--- config.mk ---
export PLATFORM = sky130hd
export DESIGN_NAME = udp_tx
export DESIGN_NICKNAME = d
export VERILOG_FILES = /design/src/rtl/udp_tx.sv
export SDC_FILE = /design/constraint.sdc
export NUM_CORES = 1
export LEC_CHECK = 0
export ABC_AREA = 1
export CAP_MARGIN = 10
export CORE_UTILIZATION = 59
export DETAILED_ROUTE_END_ITERATION = 6
export PLACE_DENSITY = 0.77
export SKIP_CTS_REPAIR_TIMING = 1
export SYNTH_ARGS = -nofsm -noshare
export SYNTH_HDL_FRONTEND = slang
export SYNTH_SLANG_ARGS = --single-unit
--- constraint.sdc ---
create_clock -name clk -period 9.23 [get_ports clk]
set_input_delay 2.3075 -clock clk [delete_from_list [all_inputs] [get_ports clk]]
set_output_delay 2.3075 -clock clk [all_outputs]
set_load 0.02 [all_outputs]
--- src/rtl/udp_tx.sv ---
// UDP/IPv4/Ethernet frame transmitter onto an 8-bit GMII interface.
// Latches destination and length on tx_start, streams payload via data_req, appends pad, FCS and IFG.
module udp_tx #(
  parameter logic [47:0] BOARD_MAC = 48'h00_11_22_33_44_55,
  parameter logic [31:0] BOARD_IP  = 32'hC0_A8_01_0A,
  parameter logic [15:0] SRC_PORT  = 16'd1234,
  parameter logic [15:0] DST_PORT  = 16'd1234
) (
  input  logic        clk,
  input  logic        rst,
  input  logic        tx_start,
  input  logic [15:0] tx_len,
  input  logic [47:0] pc_mac,
  input  logic [31:0] pc_ip,
  output logic        data_req,
  input  logic [7:0]  data_in,
  output logic        gmii_eth_txctl,
  output logic [7:0]  gmii_eth_txd,
  output logic        tx_busy,
  output logic        tx_done
);

  typedef enum logic [3:0] {
    IDLE, PREAMBLE, ETH_HDR, IP_HDR, UDP_HDR, PAYLOAD, PAD, FCS, IFG
  } state_t;

  state_t      state, state_n;
  logic [10:0] cnt, cnt_n;
  logic [47:0] mac_l;
  logic [31:0] ip_l;
  logic [10:0] len_l;
  logic [4:0]  pad_last;
  logic [15:0] ip_id;
  logic [15:0] csum;
  logic [31:0] crc;
  logic [7:0]  byte_n;
  logic        ctl_n;

  logic [10:0] len_c;
  logic [10:0] pad_tmp;
  logic [15:0] ip_tl, udp_len;
  logic [19:0] sum_raw;
  logic [16:0] sum_f1;
  logic [15:0] sum_f2;
  logic [15:0] csum_n;

  logic [111:0] eth_w;
  logic [159:0] ip_w;
  logic [63:0]  udp_w;
  logic [31:0]  fcs_w;
  logic [7:0]   eth_b [0:13];
  logic [7:0]   ip_b  [0:19];
  logic [7:0]   udp_b [0:7];
  logic [7:0]   fcs_b [0:3];

  // Reflected CRC-32, one byte per call, LSB of the byte first.
  function automatic logic [31:0] crc_byte(input logic [31:0] c, input logic [7:0] d);
    logic [31:0] r;
    r = c ^ {24'd0, d};
    for (int i = 0; i < 8; i++) begin
      r = r[0] ? ((r >> 1) ^ 32'hEDB8_8320) : (r >> 1);
    end
    return r;
  endfunction

  assign len_c   = (tx_len > 16'd1472) ? 11'd1472 : tx_len[10:0];
  assign pad_tmp = 11'd17 - len_c;
  assign ip_tl   = 16'd28 + {5'd0, len_l};
  assign udp_len = 16'd8 + {5'd0, len_l};

  always_comb begin
    sum_raw = {4'd0, 16'h4500} + {4'd0, ip_tl} + {4'd0, ip_id} + {4'd0, 16'h4000}
            + {4'd0, 16'h4011} + {4'd0, BOARD_IP[31:16]} + {4'd0, BOARD_IP[15:0]}
            + {4'd0, ip_l[31:16]} + {4'd0, ip_l[15:0]};
    sum_f1  = {1'b0, sum_raw[15:0]} + {13'd0, sum_raw[19:16]};
    sum_f2  = sum_f1[15:0] + {15'd0, sum_f1[16]};
    csum_n  = ~sum_f2;
  end

  assign eth_w = {mac_l, BOARD_MAC, 16'h0800};
  assign ip_w  = {16'h4500, ip_tl, ip_id, 16'h4000, 8'h40, 8'h11, csum, BOARD_IP, ip_l};
  assign udp_w = {SRC_PORT, DST_PORT, udp_len, 16'h0000};
  assign fcs_w = ~crc;

  // Header byte tables, index 0 is the first byte on the wire.
  always_comb begin
    for (int i = 0; i < 14; i++) eth_b[i] = eth_w[8*(13-i) +: 8];
    for (int i = 0; i < 20; i++) ip_b[i]  = ip_w[8*(19-i) +: 8];
    for (int i = 0; i < 8; i++)  udp_b[i] = udp_w[8*(7-i) +: 8];
    for (int i = 0; i < 4; i++)  fcs_b[i] = fcs_w[8*i +: 8];
  end

  // byte_n is the byte that appears on the wire in the next cycle.
  always_comb begin
    state_n = state;
    cnt_n   = cnt + 11'd1;
    byte_n  = 8'h00;
    ctl_n   = 1'b0;
    case (state)
      IDLE: begin
        cnt_n = 11'd0;
        if (tx_start) begin
          state_n = PREAMBLE;
          cnt_n   = 11'd1;
          byte_n  = 8'h55;
          ctl_n   = 1'b1;
        end
      end
      PREAMBLE: begin
        ctl_n  = 1'b1;
        byte_n = (cnt == 11'd7) ? 8'hD5 : 8'h55;
        if (cnt == 11'd7) begin
          state_n = ETH_HDR;
          cnt_n   = 11'd0;
        end
      end
      ETH_HDR: begin
        ctl_n  = 1'b1;
        byte_n = eth_b[cnt[3:0]];
        if (cnt == 11'd13) begin
          state_n = IP_HDR;
          cnt_n   = 11'd0;
        end
      end
      IP_HDR: begin
        ctl_n  = 1'b1;
        byte_n = ip_b[cnt[4:0]];
        if (cnt == 11'd19) begin
          state_n = UDP_HDR;
          cnt_n   = 11'd0;
        end
      end
      UDP_HDR: begin
        ctl_n  = 1'b1;
        byte_n = udp_b[cnt[2:0]];
        if (cnt == 11'd7) begin
          state_n = (len_l == 11'd0) ? PAD : PAYLOAD;
          cnt_n   = 11'd0;
        end
      end
      PAYLOAD: begin
        ctl_n  = 1'b1;
        byte_n = data_in;
        if (cnt == len_l - 11'd1) begin
          state_n = (len_l < 11'd18) ? PAD : FCS;
          cnt_n   = 11'd0;
        end
      end
      PAD: begin
        ctl_n = 1'b1;
        if (cnt == {6'd0, pad_last}) begin
          state_n = FCS;
          cnt_n   = 11'd0;
        end
      end
      FCS: begin
        ctl_n  = 1'b1;
        byte_n = fcs_b[cnt[1:0]];
        if (cnt == 11'd3) begin
          state_n = IFG;
          cnt_n   = 11'd0;
        end
      end
      IFG: begin
        if (cnt == 11'd11) begin
          state_n = IDLE;
          cnt_n   = 11'd0;
        end
      end
      default: begin
        state_n = IDLE;
        cnt_n   = 11'd0;
      end
    endcase
  end

  always_ff @(posedge clk or posedge rst) begin
    if (rst) begin
      state          <= IDLE;
      cnt            <= 11'd0;
      mac_l          <= 48'd0;
      ip_l           <= 32'd0;
      len_l          <= 11'd0;
      pad_last       <= 5'd0;
      ip_id          <= 16'd0;
      csum           <= 16'd0;
      crc            <= 32'hFFFF_FFFF;
      gmii_eth_txctl <= 1'b0;
      gmii_eth_txd   <= 8'h00;
      tx_done        <= 1'b0;
    end else begin
      state          <= state_n;
      cnt            <= cnt_n;
      gmii_eth_txctl <= ctl_n;
      gmii_eth_txd   <= byte_n;
      tx_done        <= (state == IFG) && (cnt == 11'd0);
      if (state == IDLE && tx_start) begin
        mac_l    <= pc_mac;
        ip_l     <= pc_ip;
        len_l    <= len_c;
        pad_last <= pad_tmp[4:0];
      end
      // Latched fields are stable from PREAMBLE on, well ahead of IP byte 10.
      if (state == PREAMBLE) begin
        csum <= csum_n;
        crc  <= 32'hFFFF_FFFF;
      end
      if (state == ETH_HDR || state == IP_HDR || state == UDP_HDR ||
          state == PAYLOAD || state == PAD) begin
        crc <= crc_byte(crc, byte_n);
      end
      if (state == FCS && cnt == 11'd3) begin
        ip_id <= ip_id + 16'd1;
      end
    end
  end

  assign tx_busy  = (state != IDLE);
  assign data_req = ((state == UDP_HDR) && (cnt == 11'd7) && (len_l != 11'd0)) ||
                    ((state == PAYLOAD) && (cnt != len_l - 11'd1));

endmodule

==> flow_summary.toml <==
[outcome]
status = "finished, violations left"
violations = "design-rule violations"

[floorplanning]
chipWidth_microns = 153
dieHeight_microns = 153
dieArea_sq_mm = 0.0233
rows = 54
ioPinCount = 119
core_area_sq_mm = 0.0220
start_util = 0.609

[global_route]
grt.total_usage = 0.377
grt_pass1_vias = 12716
grt-ovfl-total = 0
grt_pass1_wl_mm = 68.3
antenna_found_initial = 1
grt_start_max_net_pins = 129

[synth]
synth_top_area_frac = 0.284
synth.area.top_cells = "dfrtp_1 28%, nand2_1 17%, inv_1 6.7%"
synth_top_cell_by_area = "dfrtp_1"
synthCells = 1910
ys_warn_count = 0
synth_edf_count = 0
syn_nets = 2103
syn_area_sq_mm = 0.0134
ys_seq_area_frac = 0.346
synth.avg_cell_area_sq_um = 7.02
synthDistinctLibCells = 48
synth-main-ff-cell = "dfrtp_1"
synth-seq-cells = 184
ys_async_sr_fraction = 1.00

[setup_path]
r2r_slack_ps = 1170
crit_path_top_delay_cell = "dfrtp_1"
worstPathArrival_ps = 8400
worstPathRequired_ps = 9570
setup.worst_path.end_class = "flip-flop"
slowest_delay_ps = 510
critPathKind = "reg2reg"
cp-start-kind = "flip-flop"
cp_max_fo = 8

[sta]
setup-tns-final_ps = 0
hold_viol = 0
finalCriticalPeriod_ps = 8060
timing.fmax_mhz = 124
rsz0062_at_grt = "no"
finalSetupViolCount = 0
finalMaxSlewViolations = 0
slew_headroom = 0.278
worstMarginPinSlew_ps = 1080
finClkSkew_ps = 27.3
min_period_over_period = 0.873

[hold_path]
hp-class = "reg2reg"

[layout]
nFillCells = 1890
antenna_cells = 0
area_growth_pct = 14.7
nNetsFinal = 2189
drive_gt1_frac = 0.0562

[routing]
drc = 3
vias = 13361
dr.first_iter.drc_count = 1555
vias_per_cell = 5.84
finalWirelength_mm = 42.4
wl_per_cell_microns = 18.5
firstDrtPassIters = 7
drtAntennaViolNets = 0

[place]
port_buffers = 118
dp_hpwl_mm = 31.4
gp_congestion = 0.992

[run]
maxCapViolCount = 0

[clock_network]
clk_path_buf_depth = 2
clkTransAtPathRegs_ps = 80
cts_tree = "yes"
clockRootBuffer = "clkbuf_16"
clk-insertion-delay-late_ps = 470
cts_made_buffers = 17
h-tree-depth = 4
cts.sinks = 184
==> cells in the mapped netlist (all sizes together) (24+ instances only) <==
master / number
a21oi: 69
dfrtp: 152
xnor2: 24
nand2: 611
dfstp: 32
clkbuf: 46
inv: 253
nand4: 27
nand3: 130
o21ai: 129
nor2: 159
fa: 28
xor2: 60
ha: 58
==> worst paths after layout <==
kind,cells past startpoint,start,endpoint
max,45,len_l[4]$_DFFE_PP0P_,csum[15]$_DFFE_PP0P_
min,2,crc[26]$_DFFE_PP1P_,crc[26]$_DFFE_PP1P_
max reg2reg,45,len_l[4]$_DFFE_PP0P_,csum[15]$_DFFE_PP0P_
min reg2reg,2,crc[26]$_DFFE_PP1P_,crc[26]$_DFFE_PP1P_
max in group asynchronous,3,rst,len_l[2]$_DFFE_PP0P_
min in group asynchronous,2,rst,csum[14]$_DFFE_PP0P_
==> through the flow <==
| stage | cell area [sq um] | cells | hold slack, ps | setup WS, ps | util |
|---|---|---|---|---|---|
| finish | 15400 | 2289 | 475 | 1170 | 0.698 |
| floorplan | 13400 | 1910 | 444 | 1980 | - |
| detailed placement | 14800 | 2257 | 462 | 1260 | 0.670 |
| global route | 15400 | 2289 | 490 | 144 | 0.698 |
| global placement | 14800 | 2257 | 457 | 1530 | 0.670 |
| CTS | 15400 | 2289 | 471 | 1260 | 0.698 |
==> routing by layer <==
metal / routed length [microns] / share of wire / global-route usage / vias to the layer above
met5: 0 / 0 / 0 / -
li1: - / - / - / 6245
met1: 18200 / 0.43 / 0.546 / 6251
met4: 1270 / 0.030 / 0.140 / 0
met2: 18300 / 0.43 / 0.565 / 772
met3: 4640 / 0.11 / 0.0663 / 93
==> registers in the layout, indices dropped and copies added, names as in the netlist <==
name / cells
csum: 16
mac_l: 48
ip_l: 32
pad_last: 4
tx_done: 1
ip_id: 16
len_l: 11
cnt: 11
state: 4
crc: 32
gmii_eth_txd: 8
gmii_eth_txctl: 1
==> worst max-delay path, delay by kind of cell (launching register included) <==
kind	cells	cell delay [ps]
adder cells (fa/ha/maj)	7	2240
XOR/XNOR	1	210
buffers and inverters	3	320
AND/OR/NAND/NOR	31	4120
AO/OA/AOI/OAI	3	520
flip-flops	1	510
==> final cells by class <==
class,instances,area [sq um],share of cell area
multi-input combinational,1408,7550,0.491
sequential,184,4640,0.302
timing repair buffer,126,1240,0.0807
inverter,259,978,0.0636
clock buffer,17,425,0.0277
tap,280,350,0.0228
clock inverter,15,195,0.0127
==> cells by family (layout without fill, tap and decap cells) <==
group	Yosys count	count (layout)	synth area share
and+or+nand+nor	976	976	0.304
buffers and inverters	318	417	0.0910
AOI/OAI and AO/OA	262	262	0.108
DFF	184	184	0.346
adders and majority gates	86	86	0.0959
xor gates and xnor gates	84	84	0.0549
==> cells in the final DEF (no fill, tap or decap), types with 4 or more instances in the layout <==
| cell type | n |
|---|---|
| a21oi_1 | 69 |
| a22oi_1 | 12 |
| a31oi_1 | 13 |
| buf_4 | 8 |
| clkbuf_16 | 17 |
| clkdlybuf4s50_1 | 118 |
| clkinv_1 | 6 |
| clkinv_8 | 6 |
| dfrtp_1 | 152 |
| dfstp_2 | 32 |
| fa_1 | 28 |
| ha_1 | 58 |
| inv_1 | 238 |
| inv_2 | 13 |
| nand2_1 | 603 |
| nand2_2 | 7 |
| nand3_1 | 126 |
| nand3_2 | 4 |
| nand3b_1 | 9 |
| nand4_1 | 27 |
| nor2_1 | 153 |
| nor2_2 | 4 |
| nor3_1 | 19 |
| nor4_1 | 5 |
| o211ai_1 | 5 |
| o21ai_0 | 117 |
| o21ai_1 | 12 |
| o22ai_1 | 13 |
| or2_2 | 7 |
| xnor2_1 | 24 |
| xor2_1 | 60 |
Power is left out: the tool's default activity adds up to more than one toggle a clock period on the data nets, which glitch-free logic cannot reach.
